$ cat src/rtl/sd_card_cmd_if.sv
// CMD-line bundle between the SD card PHY and its host-side driver/core.
// The PHY is the slave end; the bench or core is the master end.
interface sd_card_cmd_if;
  logic        cmd_pin_in;
  logic        cmd_pin_out;
  logic        cmd_oe;
  logic        cmd_strobe;
  logic [5:0]  cmd_index;
  logic [31:0] cmd_arg;
  logic        frame_error;
  logic        resp_ready;
  logic        resp_valid;
  logic        resp_skip;
  logic [37:0] resp_content;
  logic        tx_done;

  modport master (
    output cmd_pin_in, resp_valid, resp_skip, resp_content,
    input  cmd_pin_out, cmd_oe, cmd_strobe, cmd_index, cmd_arg,
    input  frame_error, resp_ready, tx_done
  );

  modport slave (
    input  cmd_pin_in, resp_valid, resp_skip, resp_content,
    output cmd_pin_out, cmd_oe, cmd_strobe, cmd_index, cmd_arg,
    output frame_error, resp_ready, tx_done
  );
endinterface

$ cat src/rtl/sd_card_cmd_phy.sv
// Card-side SD CMD line PHY: receives and CRC7-checks host commands,
// then serialises the core's 48-bit response after an N_CR high gap.
module sd_card_cmd_phy #(
  parameter int N_CR    = 2,
  parameter int FRAME_W = 48
) (
  input logic          sd_clock,
  input logic          reset,
  sd_card_cmd_if.slave bus
);

  typedef enum logic [2:0] {
    IDLE, RX, CHECK, WAIT_RESP, GAP, TX
  } state_t;

  state_t             state;
  logic [5:0]         cnt;
  logic [FRAME_W-1:0] rx_sr;
  logic [FRAME_W-1:0] tx_sr;
  logic [6:0]         crc;
  logic [FRAME_W-1:0] rx_next;
  logic               frame_ok;

  function automatic logic [6:0] crc7_step(
    input logic [6:0] c,
    input logic       b
  );
    logic fb;
    fb = b ^ c[6];
    return {c[5:0], 1'b0} ^ {3'b000, fb, 2'b00, fb};
  endfunction

  function automatic logic [6:0] crc7_word(input logic [39:0] d);
    logic [6:0] c;
    c = '0;
    for (int i = 39; i >= 0; i--) c = crc7_step(c, d[i]);
    return c;
  endfunction

  assign rx_next  = {rx_sr[FRAME_W-2:0], bus.cmd_pin_in};
  assign frame_ok = !rx_sr[47] && rx_sr[46] && rx_sr[0]
                    && (rx_sr[7:1] == crc);

  always_ff @(posedge sd_clock or posedge reset) begin
    if (reset) begin
      state           <= IDLE;
      cnt             <= '0;
      rx_sr           <= '0;
      tx_sr           <= '0;
      crc             <= '0;
      bus.cmd_pin_out <= 1'b1;
      bus.cmd_oe      <= 1'b0;
      bus.cmd_strobe  <= 1'b0;
      bus.cmd_index   <= '0;
      bus.cmd_arg     <= '0;
      bus.frame_error <= 1'b0;
      bus.resp_ready  <= 1'b0;
      bus.tx_done     <= 1'b0;
    end else begin
      bus.cmd_strobe  <= 1'b0;
      bus.frame_error <= 1'b0;
      bus.tx_done     <= 1'b0;
      unique case (state)
        IDLE: begin
          if (!bus.cmd_oe && !bus.cmd_pin_in) begin
            state <= RX;
            cnt   <= 6'd1;
            crc   <= '0;
            rx_sr <= '0;
          end
        end
        RX: begin
          rx_sr <= rx_next;
          // CRC covers start..argument only (bits 47..8)
          if (cnt < 6'd40) crc <= crc7_step(crc, bus.cmd_pin_in);
          if (cnt == 6'(FRAME_W - 1)) state <= CHECK;
          else cnt <= cnt + 6'd1;
        end
        CHECK: begin
          if (frame_ok) begin
            bus.cmd_strobe <= 1'b1;
            bus.cmd_index  <= rx_sr[45:40];
            bus.cmd_arg    <= rx_sr[39:8];
            bus.resp_ready <= 1'b1;
            state          <= WAIT_RESP;
          end else begin
            bus.frame_error <= 1'b1;
            state           <= IDLE;
          end
        end
        WAIT_RESP: begin
          if (bus.resp_valid) begin
            tx_sr <= {2'b00, bus.resp_content,
                      crc7_word({2'b00, bus.resp_content}), 1'b1};
            bus.resp_ready  <= 1'b0;
            bus.cmd_oe      <= 1'b1;
            bus.cmd_pin_out <= 1'b1;
            cnt             <= '0;
            state           <= GAP;
          end else if (bus.resp_skip) begin
            bus.resp_ready <= 1'b0;
            state          <= IDLE;
          end
        end
        GAP: begin
          if (cnt == 6'(N_CR - 1)) begin
            bus.cmd_pin_out <= tx_sr[FRAME_W-1];
            tx_sr           <= tx_sr << 1;
            cnt             <= 6'd1;
            state           <= TX;
          end else begin
            cnt <= cnt + 6'd1;
          end
        end
        TX: begin
          if (cnt == 6'(FRAME_W)) begin
            bus.cmd_oe      <= 1'b0;
            bus.cmd_pin_out <= 1'b1;
            bus.tx_done     <= 1'b1;
            state           <= IDLE;
          end else begin
            bus.cmd_pin_out <= tx_sr[FRAME_W-1];
            tx_sr           <= tx_sr << 1;
            cnt             <= cnt + 6'd1;
          end
        end
        default: state <= IDLE;
      endcase
    end
  end

endmodule

$ cat src/flat_wrapper.sv
// flat-port wrapper written by rule: the top's interface ports become plain ports
module sd_card_cmd_phy_flat 
#(
  parameter int N_CR    = 2,
  parameter int FRAME_W = 48
)
  (sd_clock, reset, bus_cmd_pin_in, bus_resp_valid, bus_resp_skip, bus_resp_content, bus_cmd_pin_out, bus_cmd_oe, bus_cmd_strobe, bus_cmd_index, bus_cmd_arg, bus_frame_error, bus_resp_ready, bus_tx_done);
  sd_card_cmd_if bus_i ();
  input logic sd_clock;
  input logic reset;
  input wire logic [$bits(bus_i.cmd_pin_in)-1:0] bus_cmd_pin_in;
  input wire logic [$bits(bus_i.resp_valid)-1:0] bus_resp_valid;
  input wire logic [$bits(bus_i.resp_skip)-1:0] bus_resp_skip;
  input wire logic [$bits(bus_i.resp_content)-1:0] bus_resp_content;
  output wire logic [$bits(bus_i.cmd_pin_out)-1:0] bus_cmd_pin_out;
  output wire logic [$bits(bus_i.cmd_oe)-1:0] bus_cmd_oe;
  output wire logic [$bits(bus_i.cmd_strobe)-1:0] bus_cmd_strobe;
  output wire logic [$bits(bus_i.cmd_index)-1:0] bus_cmd_index;
  output wire logic [$bits(bus_i.cmd_arg)-1:0] bus_cmd_arg;
  output wire logic [$bits(bus_i.frame_error)-1:0] bus_frame_error;
  output wire logic [$bits(bus_i.resp_ready)-1:0] bus_resp_ready;
  output wire logic [$bits(bus_i.tx_done)-1:0] bus_tx_done;
  assign bus_i.cmd_pin_in = bus_cmd_pin_in;
  assign bus_i.resp_valid = bus_resp_valid;
  assign bus_i.resp_skip = bus_resp_skip;
  assign bus_i.resp_content = bus_resp_content;
  assign bus_cmd_pin_out = bus_i.cmd_pin_out;
  assign bus_cmd_oe = bus_i.cmd_oe;
  assign bus_cmd_strobe = bus_i.cmd_strobe;
  assign bus_cmd_index = bus_i.cmd_index;
  assign bus_cmd_arg = bus_i.cmd_arg;
  assign bus_frame_error = bus_i.frame_error;
  assign bus_resp_ready = bus_i.resp_ready;
  assign bus_tx_done = bus_i.tx_done;
  sd_card_cmd_phy #(.N_CR(N_CR), .FRAME_W(FRAME_W)) u_core (.sd_clock(sd_clock), .reset(reset), .bus(bus_i));
endmodule
$ cat config.mk
export PLATFORM = sky130hd
export DESIGN_NAME = sd_card_cmd_phy_flat
export DESIGN_NICKNAME = d
export VERILOG_FILES = /design/src/rtl/sd_card_cmd_if.sv /design/src/rtl/sd_card_cmd_phy.sv /design/src/flat_wrapper.sv
export SDC_FILE = /design/constraint.sdc
export NUM_CORES = 1
export LEC_CHECK = 0
export CAP_MARGIN = 20
export CORE_MARGIN = 2
export CORE_UTILIZATION = 55
export CTS_CLUSTER_DIAMETER = 200
export DETAILED_ROUTE_END_ITERATION = 6
export GPL_ROUTABILITY_DRIVEN = 0
export PLACE_DENSITY_LB_ADDON = 0.05
export SYNTH_ARGS = -nofsm -noshare
export SYNTH_HDL_FRONTEND = slang
export SYNTH_SLANG_ARGS = --single-unit
export TNS_END_PERCENT = 5
$ cat constraint.sdc
create_clock -name sd_clock -period 7.5 [get_ports sd_clock]
set_input_delay 1.5 -clock sd_clock [delete_from_list [all_inputs] [get_ports sd_clock]]
set_output_delay 1.5 -clock sd_clock [all_outputs]
set_load 0.03 [all_outputs]
==> reports/results.txt <==
Cell type with the largest total area after synthesis: dfrtp_1
GR Overflow Total: 0
# DRC: 0
Part of the power in registers: 39.4%
Fin worst setup slack: 3.75 ns
Min cycle time layout: 3.75 ns
Worst Path Arrival: 4.10 ns
Fin area: 0.00879 sq mm
Yosys warns: 0
Clock skew: 0.00496 ns
Synth area leaders: dfrtp_1, mux2_2, a22o_1
Xor and xnor fraction of the mapped netlist area: 11.5%
RR Endpoint: u_core.crc[5]
Simple-gate area share of the yosys netlist: 11.1%
Die Y: 119 um
Met2 Track Usage GR: 33.4%
Internal Power: 1.87 mW
Reg2reg path depth: 5
Layout cells sized above 1: 10.7%
Design Power: 2.91 mW
Crit path capture type: flip-flop
First-pass GRT wire length: 25,700 um
Fmax: 267 MHz
Initial antenna violation count: 0
Final core occ: 69.1%
Total CTS buffers: 17
Starting Density: 57.0%
Mux contribution to synthesized area: 6.32%
Total GRT Usage: 22.5%
Placement Cell Area: 0.00824 sq mm
Setup slack, reg-to-reg: 4.55 ns
Post-cts resize count: 0
Largest net degree at the start of global routing: 95
GRT Max-Usage Layer: met1
Clk pwr share: 26.6%
Initial drt markers: 486
CP startpoint: bus_resp_content[34]
Cells after synthesis: 655
I/O Buffers: 86
Synth unique cells: 45
Most frequent cells in the layout: dfrtp_1, nand2_1, clkdlybuf4s50_1
Fin. Hold Viols: 0
RSZ-0062 raised after global routing: false
Pwr/cell area: 331 mW/mm^2
Sw Ratio: 35.7%
Hold-fix buffers at CTS: 0
Worst-case clock buffer depth: 2
Psw: 1.04 mW
Post-place setup slack: 3.33 ns
Diode count: 0
Clock latency on the worst-skew pair: 0.41 ns
Worst slew pin tran: 1.06 ns
Die Footprint: 0.0141 sq mm
Rows: 41
Synth Area in Compound Gates: 13.6%
Syn Area/Cell: 11.1 sq um
Clock Pin Slew Worst Setup and Hold Paths: 0.06 ns
TritonCTS clock tree: done
Final hold slack: 0.478 ns
Combinational Power Share: 34.0%
Vias in the first global route: 5,010
Post-DR wirelength/cell: 16.6 um
Status: complete, no violations
Max_cap viols: 0
Drt pass-1 iters: 5
Worst vdd ir: 0.000293 V
Final Max Slew Viols: 0
Main combinational cell family by area after synthesis: compound AO/OA/AOI/OAI gates
CTS root buf: clkbuf_16
Min-Delay Path Class: reg -> reg
Slew margin rel.: 29.1%
Top_reg_cell synth: dfrtp_1
CP Max Fanout: 3
Vias: 5,098
Routed Wire Length: 15,100 um
P_leak: 4.00 nW
Core area: 0.0127 sq mm
Depth of the CTS H-tree: 4
Commonest non-fill, non-tap cell in the layout: dfrtp_1
CP Class: in -> reg
Post-Place Cells: 879
Synth Net Count: 701
Async set or reset register ratio after synthesis: 100%
Post-synthesis adder-cell area fraction: 0.518%
Setup Fix Bufs, Post-CTS: 0
Grt met3 use: 5.65%
WP data required: 7.85 ns
Clk sinks: 156
Die Width: 119 um
Hpwl dp: 9810 um
Fin cells: 909
Num ports: 87
Tcrit/Tclk final: 50.0%
Worst setup path end: u_core.tx_sr[6]
Nets@finish: 773
Crit start category: primary input
Area added between synthesis and finish: 21.3%
EDFF count, synth: 0
Routing usage on met1: 33.5%
Antenna viol nets, final: 0
Number of vias per cell: 5.61
Seq cells post-synth: 156
Reg2reg start: u_core.state[0]
Sequential share of the synthesized area: 53.9%
Top cell type's share of synthesized area: 53.5%
Final number of setup-violating endpoints: 0
Post-Route Setup TNS: 0 ns
Cell area after synthesis: 0.00725 sq mm
[power by group through the flow]
| stage | Clock, mW | Combinational (mW) | Sequential [mW] |
|---|---|---|---|
| 5_1_grt | 0.815 | 1.11 | 1.17 |
| 3_5_place_dp | 0 | 0.985 | 1.16 |
| 2_1_floorplan | 0 | 0.792 | 1.12 |
| 6_report | 0.774 | 0.990 | 1.15 |
| 3_3_place_gp | 0 | 0.953 | 1.15 |
| 4_1_cts | 0.785 | 0.991 | 1.15 |
[worst max-delay path, stage by stage]
cell             delay (ns)
clkdlybuf4s50_1        0.47
xnor2_1                0.35
xnor3_2                0.51
xnor3_2                0.43
xor3_1                 0.45
or3_1                  0.32
nand3_1                0.07
[worst min path at each step]
stage,to,slack [ns],depth (start not counted),startpoint
global route,u_core.bus.cmd_arg[8],0.52,1,u_core.bus.cmd_arg[8]
detailed placement,u_core.bus.cmd_pin_out,0.47,2,u_core.tx_sr[47]
floorplan,u_core.bus.cmd_pin_out,0.45,2,u_core.tx_sr[47]
CTS,u_core.bus.cmd_pin_out,0.48,2,u_core.tx_sr[47]
finish,u_core.bus.cmd_pin_out,0.48,2,u_core.tx_sr[47]
global placement,u_core.bus.cmd_pin_out,0.47,2,u_core.tx_sr[47]
[cells by family after synthesis]
group / count (synthesis)
adder cells (fa/ha/maj): 3
buffers and inverters: 59
flip-flops: 156
multiplexers: 41
AND/OR/NAND/NOR: 190
AO/OA/AOI/OAI: 140
XOR/XNOR: 66
[flip-flops by register name (all words and copies together), names as in the netlist, 3 cells and up]
register and cells:
u_core.rx_sr 48, u_core.bus.cmd_arg 32, u_core.cnt 6, u_core.tx_sr 48, u_core.state 3, u_core.crc 7
u_core.bus.cmd_index 6
[routing by layer]
layer / vias up / share of wire (%)
met5: - / 0
met3: 12 / 4.3
met1: 2534 / 49
met2: 119 / 46
li1: 2433 / -
met4: 0 / 0.80
[Yosys cell counts, types with 4 or more instances]
cell / count
a21oi_1: 7
nand2_1: 91
and2_1: 4
mux2_2: 38
a31oi_1: 43
a22o_1: 48
o21ai_0: 24
xnor3_1: 13
nor2_1: 54
clkbuf_1: 38
dfrtp_1: 155
inv_1: 19
nand3_1: 20
xnor2_1: 38
xor2_1: 10
[area by class of cell]
class                      instances  area, sq um
fill                             973         3930
sequential                       156         3910
multi-input combinational        440         3140
timing repair buffer              93          933
clock buffer                      21          450
tap                              172          215
inverter                          19         76.3
clock inverter                     8         72.6
Power figures use the tool's default switching activity.
